File: src/rtl/register_renaming.sv
`default_nettype none
// ============================================================================
// Module   : register_renaming
// Purpose  : Register alias table plus free tag list for a Tomasulo-style
//            front end. Translates the two source and one destination
//            architectural registers of an instruction into rename tags,
//            allocates a fresh tag for the destination, and reports whether
//            each source is still in flight. Committed tags return to the
//            free list and release their architectural mapping.
// Ports    : clk             - single clock, rising edge
//            reset           - synchronous, active-low
//            arch_reg        - {src1, src2, dest} architectural indices
//            assign_flag     - rename request for arch_reg this cycle
//            return_flag     - commit: return commit_phys_reg this cycle
//            commit_phys_reg - tag being retired
//            phys_reg        - {src1, src1_ready, src2, src2_ready,
//                               dest, dest_valid}, combinational
// Revision : 1.0 - initial release
// ============================================================================
module register_renaming #(
    parameter int REG_ADDR_LEN = 5,
    parameter int NUM_TAGS     = 32
) (
    input  logic                      clk,
    input  logic                      reset,
    input  logic [3*REG_ADDR_LEN-1:0] arch_reg,
    input  logic                      assign_flag,
    input  logic                      return_flag,
    input  logic [REG_ADDR_LEN-1:0]   commit_phys_reg,
    output logic [3*REG_ADDR_LEN+2:0] phys_reg
);

    localparam int C_W        = REG_ADDR_LEN;
    localparam int C_NUM_ARCH = 1 << REG_ADDR_LEN;
    localparam int C_CNT_W    = $clog2(NUM_TAGS + 1);

    // ------------------------------------------------------------------
    // State
    // ------------------------------------------------------------------
    logic               r_busy  [C_NUM_ARCH];
    logic [C_W-1:0]     r_tag   [C_NUM_ARCH];
    logic [C_W-1:0]     r_fifo  [NUM_TAGS];
    logic [C_W-1:0]     r_head;
    logic [C_W-1:0]     r_tail;
    logic [C_CNT_W-1:0] r_count;
    logic [NUM_TAGS-1:0] r_alloc;

    // ------------------------------------------------------------------
    // Decoded inputs
    // ------------------------------------------------------------------
    logic [C_W-1:0] w_src1;
    logic [C_W-1:0] w_src2;
    logic [C_W-1:0] w_dest;

    assign w_src1 = arch_reg[3*C_W-1:2*C_W];
    assign w_src2 = arch_reg[2*C_W-1:C_W];
    assign w_dest = arch_reg[C_W-1:0];

    // Allocation decisions use pre-commit state only, so a tag freed in
    // this cycle cannot be handed out until the next cycle.
    logic           w_pop;
    logic           w_push;
    logic [C_W-1:0] w_alloc_tag;

    assign w_pop       = assign_flag && (w_dest != '0) && (r_count != '0);
    // The allocated bitmap filters duplicate or stale commits.
    assign w_push      = return_flag && r_alloc[commit_phys_reg];
    assign w_alloc_tag = r_fifo[r_head];

    // ------------------------------------------------------------------
    // Source lookup with same-cycle commit bypass
    // ------------------------------------------------------------------
    logic           w_src1_busy;
    logic           w_src2_busy;
    logic [C_W-1:0] w_src1_tag;
    logic [C_W-1:0] w_src2_tag;
    logic           w_src1_rdy;
    logic           w_src2_rdy;

    always_comb begin
        w_src1_busy = r_busy[w_src1] && (w_src1 != '0);
        w_src2_busy = r_busy[w_src2] && (w_src2 != '0);
        w_src1_tag  = w_src1;
        w_src2_tag  = w_src2;
        w_src1_rdy  = 1'b1;
        w_src2_rdy  = 1'b1;
        if (w_src1_busy) begin
            w_src1_tag = r_tag[w_src1];
            w_src1_rdy = return_flag && (commit_phys_reg == r_tag[w_src1]);
        end
        if (w_src2_busy) begin
            w_src2_tag = r_tag[w_src2];
            w_src2_rdy = return_flag && (commit_phys_reg == r_tag[w_src2]);
        end
    end

    always_comb begin
        phys_reg = '0;
        if (reset) begin
            phys_reg = {w_src1_tag, w_src1_rdy,
                        w_src2_tag, w_src2_rdy,
                        (w_pop ? w_alloc_tag : {C_W{1'b0}}), w_pop};
        end
    end

    // ------------------------------------------------------------------
    // Pointer arithmetic (explicit wrap so NUM_TAGS need not fill C_W)
    // ------------------------------------------------------------------
    logic [C_W-1:0] w_head_nxt;
    logic [C_W-1:0] w_tail_nxt;

    assign w_head_nxt = (r_head == C_W'(NUM_TAGS - 1)) ? '0 : r_head + 1'b1;
    assign w_tail_nxt = (r_tail == C_W'(NUM_TAGS - 1)) ? '0 : r_tail + 1'b1;

    // ------------------------------------------------------------------
    // Map table
    // ------------------------------------------------------------------
    always_ff @(posedge clk) begin
        if (!reset) begin
            for (int i = 0; i < C_NUM_ARCH; i++) begin
                r_busy[i] <= 1'b0;
                r_tag[i]  <= '0;
            end
        end else begin
            for (int i = 0; i < C_NUM_ARCH; i++) begin
                // The new mapping from this cycle's assign overrides a
                // release of the same arch register by this cycle's commit.
                if (w_pop && (w_dest == C_W'(i))) begin
                    r_busy[i] <= 1'b1;
                    r_tag[i]  <= w_alloc_tag;
                end else if (w_push && r_busy[i] && (r_tag[i] == commit_phys_reg)) begin
                    r_busy[i] <= 1'b0;
                end
            end
        end
    end

    // ------------------------------------------------------------------
    // Free-list FIFO and allocated bitmap
    // ------------------------------------------------------------------
    always_ff @(posedge clk) begin
        if (!reset) begin
            for (int i = 0; i < NUM_TAGS; i++) begin
                r_fifo[i] <= C_W'(i);
            end
            r_head  <= '0;
            r_tail  <= '0;
            r_count <= C_CNT_W'(NUM_TAGS);
            r_alloc <= '0;
        end else begin
            if (w_pop) begin
                r_head               <= w_head_nxt;
                r_alloc[w_alloc_tag] <= 1'b1;
            end
            if (w_push) begin
                r_fifo[r_tail]           <= commit_phys_reg;
                r_tail                   <= w_tail_nxt;
                // The popped tag was free, so it can never equal a valid
                // commit tag; the two bitmap writes never collide.
                r_alloc[commit_phys_reg] <= 1'b0;
            end
            case ({w_push, w_pop})
                2'b10:   r_count <= r_count + 1'b1;
                2'b01:   r_count <= r_count - 1'b1;
                default: r_count <= r_count;
            endcase
        end
    end

endmodule
`default_nettype wire

File: config.mk
export PLATFORM = sky130hd
export DESIGN_NAME = register_renaming
export DESIGN_NICKNAME = d
export VERILOG_FILES = /design/src/rtl/register_renaming.sv
export SDC_FILE = /design/constraint.sdc
export NUM_CORES = 1
export LEC_CHECK = 0
export ABC_AREA = 1
export CORE_UTILIZATION = 39
export CTS_CLUSTER_DIAMETER = 120
export DETAILED_ROUTE_END_ITERATION = 12
export GPL_ROUTABILITY_DRIVEN = 0
export PLACE_DENSITY_LB_ADDON = 0.08
export REMOVE_ABC_BUFFERS = 1
export SETUP_SLACK_MARGIN = 0.02
export SLEW_MARGIN = 15
export SYNTH_ARGS = -nofsm -noshare
export SYNTH_HDL_FRONTEND = slang
export SYNTH_SLANG_ARGS = --single-unit
File: constraint.sdc
create_clock -name clk -period 5.1 [get_ports clk]
set_input_delay 1.02 -clock clk [delete_from_list [all_inputs] [get_ports clk]]
set_output_delay 1.02 -clock clk [all_outputs]
set_load 0.05 [all_outputs]
==> impl_metrics.py, run 1 <==
metrics = {
    "setup_path": {
        "cp-endpoint": "phys_reg[16]",
        "reg2reg_setup_slack_ns": 1.46,
        "slowest_stage": "clkdlybuf4s50_1",
        "crit_top_cell": "nand2_1",
        "crit_arrival_ns": 3.74,
        "cp-end-kind": "output port",
        "start_kind": "input port",
        "critPathRequiredTime_ns": 4.08,
        "startpoint": "arch_reg[12]",
        "rr_worst_depth": 13,
        "max_stage_delay_ns": 0.74,
        "crit_path_max_fanout": 11,
        "r2r-end": "r_tag[12][1]",
        "path_class": "in2out",
        "path_cells": "clkdlybuf4s50_1 -> nor2_1 -> buf_4 -> nand2_1 -> nand4_1 -> nand2_1 -> inv_1 -> o21ai_0 -> a21oi_1 -> buf_12",
    },
    "cts": {
        "cts_resized": 0,
        "clk-insertion-delay-late_ns": 0.60,
        "cts_buffers": 47,
        "htree_levels": 2,
        "cts-root-buf": "clkbuf_16",
        "clock_path_buffers": 3,
        "cts_sinks": 405,
        "post_cts_buffers": 0,
        "ctsHoldBuffers": 0,
        "tritoncts": "built",
        "clk_pin_slew_worst_paths_ns": 0.06,
    },
    "synth": {
        "avgSynthCellArea_um2": 7.60,
        "yosysUniqueCellTypes": 40,
        "ys.flop_type": "edfxtp_1",
        "netlist_instances": 3091,
        "syn_area_um2": 23500,
        "synth_edf_count": 335,
        "yosys_warnings": 0,
        "yosys.area.top_type_share": 0.428,
        "ys_seq_elements": 405,
        "async_flop_share": 0,
        "ys_seq_area_frac": 0.488,
        "synthTopCellsByArea": "edfxtp_1 43%, nand2_1 16%, nand3_1 8.5%",
        "yosysTopAreaCell": "edfxtp_1",
    },
    "grt": {
        "grt_use_total": 0.273,
        "grt_max_degree": 116,
        "grt_pass1_vias": 20500,
        "antenna_found_initial": 0,
        "grt_pass1_wl_um": 126000,
        "overflow": 0,
    },
    "power": {
        "powerDensity_nw_per_um2": 331,
        "max-vdd-ir-drop_uv": 232,
        "leakage_nw": 10.7,
    },
    "drt": {
        "ant_nets": 0,
        "first_pass_iters": 8,
        "vias": 21600,
        "drc_errors": 0,
        "wire_per_inst_um": 21.7,
        "drtIter0Drc": 2328,
        "routed_via_density": 5.58,
        "wl_um": 84000,
    },
    "floorplan": {
        "core_um2": 59200,
        "io_pins": 42,
        "start_util": 0.397,
        "die_h_um": 247,
        "num_rows": 89,
        "dieArea_um2": 61200,
        "die_w_um": 247,
    },
    "final_layout": {
        "drive_gt1_frac": 0.0617,
        "n_antenna_cell": 0,
        "layout_commonest_cell": "nand2_1",
        "final_area_um2": 26300,
        "nets": 3092,
        "area_growth_pct": 12.0,
        "final_cell_mix": "1018 x nand2_1, 398 x nand3_1, 357 x nor2_1, 335 x edfxtp_1, 201 x inv_1",
        "n_fill_cell": 5967,
    },
    "outcome": {
        "outcome": "finished clean",
    },
    "sta": {
        "setup_violations": 0,
        "clock.fmax_mhz": 210,
        "slew_viol_final": 0,
        "fin_crit_sh": 0.934,
        "worst_pin_slew_ns": 1.22,
        "relSlewSlack": 0.179,
        "finClkSkew_ns": 0.0273,
        "layout_min_cycle_time_ns": 4.76,
        "fin_ws_ns": 0.336,
        "hold_viol_final": 0,
        "grt_setup_unrepaired": "no",
    },
    "placed_design": {
        "place_ws_ns": 0.466,
        "hpwl_um": 56200,
        "port-buffer-count": 41,
        "post_dp_cell_area_um2": 24700,
    },
    "hold_path": {
        "hold_path.class": "reg2reg",
    },
    "flow_run": {
        "cap_violations": 0,
    },
}
[stage by stage]
stage	total power, mW	utilization	setup TNS [ns]	hold WS [ns]	cells
after global routing	9.03	0.444	0	0.481	3869
after global placement	5.27	0.418	0	0.450	3782
after floorplan	4.64	-	-0.198	0.430	2904
after detailed placement	5.27	0.418	0	0.454	3782
final	8.71	0.444	0	0.466	3869
after CTS	8.76	0.444	0	0.462	3869
[cell families (layout without fill, tap and decap cells)]
| kind of cell | count (synthesis) | in the layout | share of synthesized area |
|---|---|---|---|
| AOI/OAI and AO/OA | 288 | 288 | 0.0687 |
| xor gates and xnor gates | 104 | 104 | 0.0388 |
| adders and majority gates | 10 | 10 | 0.00533 |
| buffers and inverters | 412 | 413 | 0.0690 |
| DFF | 405 | 405 | 0.488 |
| other | 1 | 5 | 0.000160 |
| and+or+nand+nor | 1871 | 1871 | 0.330 |
[flip-flops by register name (all words and copies together), names as in the netlist, named ones only]
register / cells
r_fifo: 160
r_tag: 160
r_alloc: 32
r_busy: 32
r_count: 6
r_head: 5
r_tail: 5
[power by group]
| part | internal [mW] | total (mW) | leakage, nW | switching (mW) |
|---|---|---|---|---|
| Clock | 2.07 | 3.48 | 0.761 | 1.41 |
| Sequential | 3.74 | 3.85 | 3.84 | 0.106 |
| Combinational | 0.395 | 1.39 | 6.05 | 0.990 |
[per-layer routing]
metal | track usage | vias to the layer above | wire length (µm)
li1 | - | 10100 | -
met1 | 0.369 | 10300 | 35800
met2 | 0.437 | 1028 | 38100
met3 | 0.0466 | 190 | 7010
met4 | 0.104 | 0 | 3100
met5 | 0 | - | 0
[synth_stat cells (12+ instances only)]
cell and count:
clkbuf_1 130, nand4_1 30, inv_2 12, nor2_1 357, xor2_1 49, edfxtp_1 335
nand3_1 398, o211ai_1 36, inv_1 203, xnor2_1 55, buf_2 29, nand2_1 1018
nor3_1 43, a21oi_1 126, dfxtp_1 70, a22oi_1 16, buf_1 24, o21ai_0 95
[critical path: cells and delay by family]
family                 cells  cell delay, ns
buffers and inverters      4            1.34
AO/OA/AOI/OAI              2            0.56
AND/OR/NAND/NOR            4            0.81
[final cells by class]
class | count | area, µm² | area share
Sequential cell | 405 | 11500 | 0.436
Clock buffer | 69 | 1290 | 0.0490
Multi-Input combinational cell | 2278 | 10400 | 0.396
Clock inverter | 18 | 284 | 0.0108
Tap cell | 773 | 967 | 0.0368
Timing Repair Buffer | 105 | 1050 | 0.0400
Inverter | 221 | 830 | 0.0315
[how the worst min path moves through the flow]
stage / startpoint / end / slack (ns) / cells past startpoint
floorplan: r_busy[0] / r_busy[0] / 0.43 / 2
global placement: r_alloc[3] / r_alloc[3] / 0.45 / 2
detailed placement: r_alloc[2] / r_alloc[2] / 0.45 / 2
CTS: r_busy[11] / r_busy[11] / 0.46 / 2
global route: r_busy[11] / r_busy[11] / 0.48 / 2
finish: r_alloc[13] / r_alloc[13] / 0.47 / 2
Power figures use the tool's default switching activity.
==> run 2: changes to the inputs <==
--- a/config.mk
+++ b/config.mk
@@ -10,6 +10,7 @@
 export CTS_CLUSTER_DIAMETER = 120
 export DETAILED_ROUTE_END_ITERATION = 12
 export GPL_ROUTABILITY_DRIVEN = 0
+export GPL_TIMING_DRIVEN = 0
 export PLACE_DENSITY_LB_ADDON = 0.08
 export REMOVE_ABC_BUFFERS = 1
 export SETUP_SLACK_MARGIN = 0.02
==> impl_metrics.py, run 2 (synthesis results as in run 1) <==
metrics = {
    "floorplan": {
        "start_util": 0.397,
        "die_w_um": 247,
        "num_rows": 89,
        "core_um2": 59200,
        "die_h_um": 247,
        "dieArea_um2": 61200,
        "io_pins": 42,
    },
    "setup_path": {
        "cp-end-kind": "output port",
        "crit_arrival_ns": 3.93,
        "start_kind": "input port",
        "critPathRequiredTime_ns": 4.08,
        "path_class": "in2out",
        "crit_path_max_fanout": 74,
    },
    "grt": {
        "grt_pass1_wl_um": 125000,
        "grt_pass1_vias": 20300,
        "grt_max_degree": 108,
        "overflow": 0,
        "grt_use_total": 0.271,
        "antenna_found_initial": 0,
    },
    "drt": {
        "drc_errors": 0,
        "vias": 21200,
        "wire_per_inst_um": 21.5,
        "routed_via_density": 5.52,
        "wl_met3_um": 5600,
        "drtIter0Drc": 2211,
        "wl_met1_um": 35300,
        "topRoutingLayerUsed": "met4",
        "first_pass_iters": 7,
        "wl_um": 82600,
        "wl_met2_um": 38800,
        "ant_nets": 0,
    },
    "cts": {
        "clk_pin_slew_worst_paths_ns": 0.05,
        "cts-root-buf": "clkbuf_16",
        "ctsHoldBuffers": 0,
        "clk-insertion-delay-late_ns": 0.62,
        "clock_path_buffers": 3,
        "tritoncts": "built",
        "cts_buffers": 49,
        "cts_sinks": 405,
        "htree_levels": 2,
    },
    "sta": {
        "slew_viol_final": 0,
        "grt_setup_unrepaired": "no",
        "setup_violations": 0,
        "fin_crit_sh": 0.970,
        "worst_pin_slew_ns": 1.09,
        "clock.fmax_mhz": 202,
        "worst_hold_slack_ns": 0.465,
        "finClkSkew_ns": 0.0241,
        "relSlewSlack": 0.270,
        "layout_min_cycle_time_ns": 4.95,
        "hold_viol_final": 0,
    },
    "final_layout": {
        "fin_cells": 3834,
        "layout_commonest_cell": "nand2_1",
        "drive_gt1_frac": 0.0588,
        "utilization": 0.443,
        "top_regs": "r_fifo: 160 flops, r_tag: 160 flops",
        "nets": 3055,
        "n_antenna_cell": 0,
        "final_cell_mix": "1018 x nand2_1, 397 x nand3_1, 348 x nor2_1, 335 x edfxtp_1, 194 x inv_1",
        "area_growth_pct": 11.8,
    },
    "power": {
        "leakage_nw": 10.5,
        "powerDensity_nw_per_um2": 332,
        "max-vdd-ir-drop_uv": 255,
    },
    "placed_design": {
        "place_inst": 3736,
        "hpwl_um": 53300,
        "port-buffer-count": 41,
    },
    "flow_run": {
        "cap_violations": 0,
    },
    "outcome": {
        "outcome": "finished clean",
    },
    "hold_path": {
        "hold_path.class": "reg2reg",
    },
}
run 2: changes by cell type in the layout (fill, tap and decap cells not counted), moves of 8 or more:
cell,delta
clkdlybuf4s15_2,+8
buf_12,-15
inv_4,+8
buf_4,-55
nor2_1,-9
buf_16,+8
run 2: cell type report:
class | instances | area (µm²)
clock buffers | 70 | 1350
clock inverters | 21 | 254
repair inverters | 1 | 7.51
repair buffers | 65 | 821
inverters | 221 | 908
well taps | 773 | 967
multi-input cells | 2278 | 10500
fillers | 6080 | 33000
flip-flops and latches | 405 | 11500
run 2: final timing paths:
check	from	to	slack [ns]	cells past startpoint
worst max-delay path	arch_reg[10]	phys_reg[13]	0.15	11
worst min-delay path	r_busy[5]	r_busy[5]	0.46	2
worst max register to register	register	r_tag[16][1]	1.14	12
worst min register to register	r_busy[5]	r_busy[5]	0.46	2
run 2: routing by layer:
layer  track usage  up-vias
met4        0.0987        0
met1         0.361    10100
li1              -    10000
met5             0        -
met3        0.0347      171
met2         0.450      836
run 2: critical path: stages:
cell and delay, ns:
buf_6 0.37, buf_16 0.35, inv_6 0.29, o21ai_0 0.24
nand3_1 0.11, nand3_1 0.14, nand4_1 0.18, nand2_1 0.17
a21oi_1 0.06, a211oi_1 0.35, dlygate4sd2_1 0.59
run 2: power by group:
part	internal, mW	leakage (nW)	switching [mW]	total [mW]
Combinational	0.370	5.92	0.977	1.35
Clock	2.05	0.775	1.48	3.53
Sequential	3.74	3.84	0.109	3.85
run 2: per-stage QoR:
stage	setup TNS, ns	cell area, µm²	total power [mW]	setup slack [ns]
final	0	26300	8.73	0.152
after global routing	0	26300	9.03	0.0247
after CTS	0	26200	8.75	0.0258
after detailed placement	-51.75	24500	5.23	-1.73
after global placement	-4290.06	24100	5.23	-10.60
after floorplan	-0.198	22700	4.64	-0.0693
run 2: what timing repair did:
action                     CTS  global route
pin swaps                    1             0
buffers inserted             2             3
gates cloned                 1             1
setup endpoints to repair   22            14
gates resized for setup     74            24
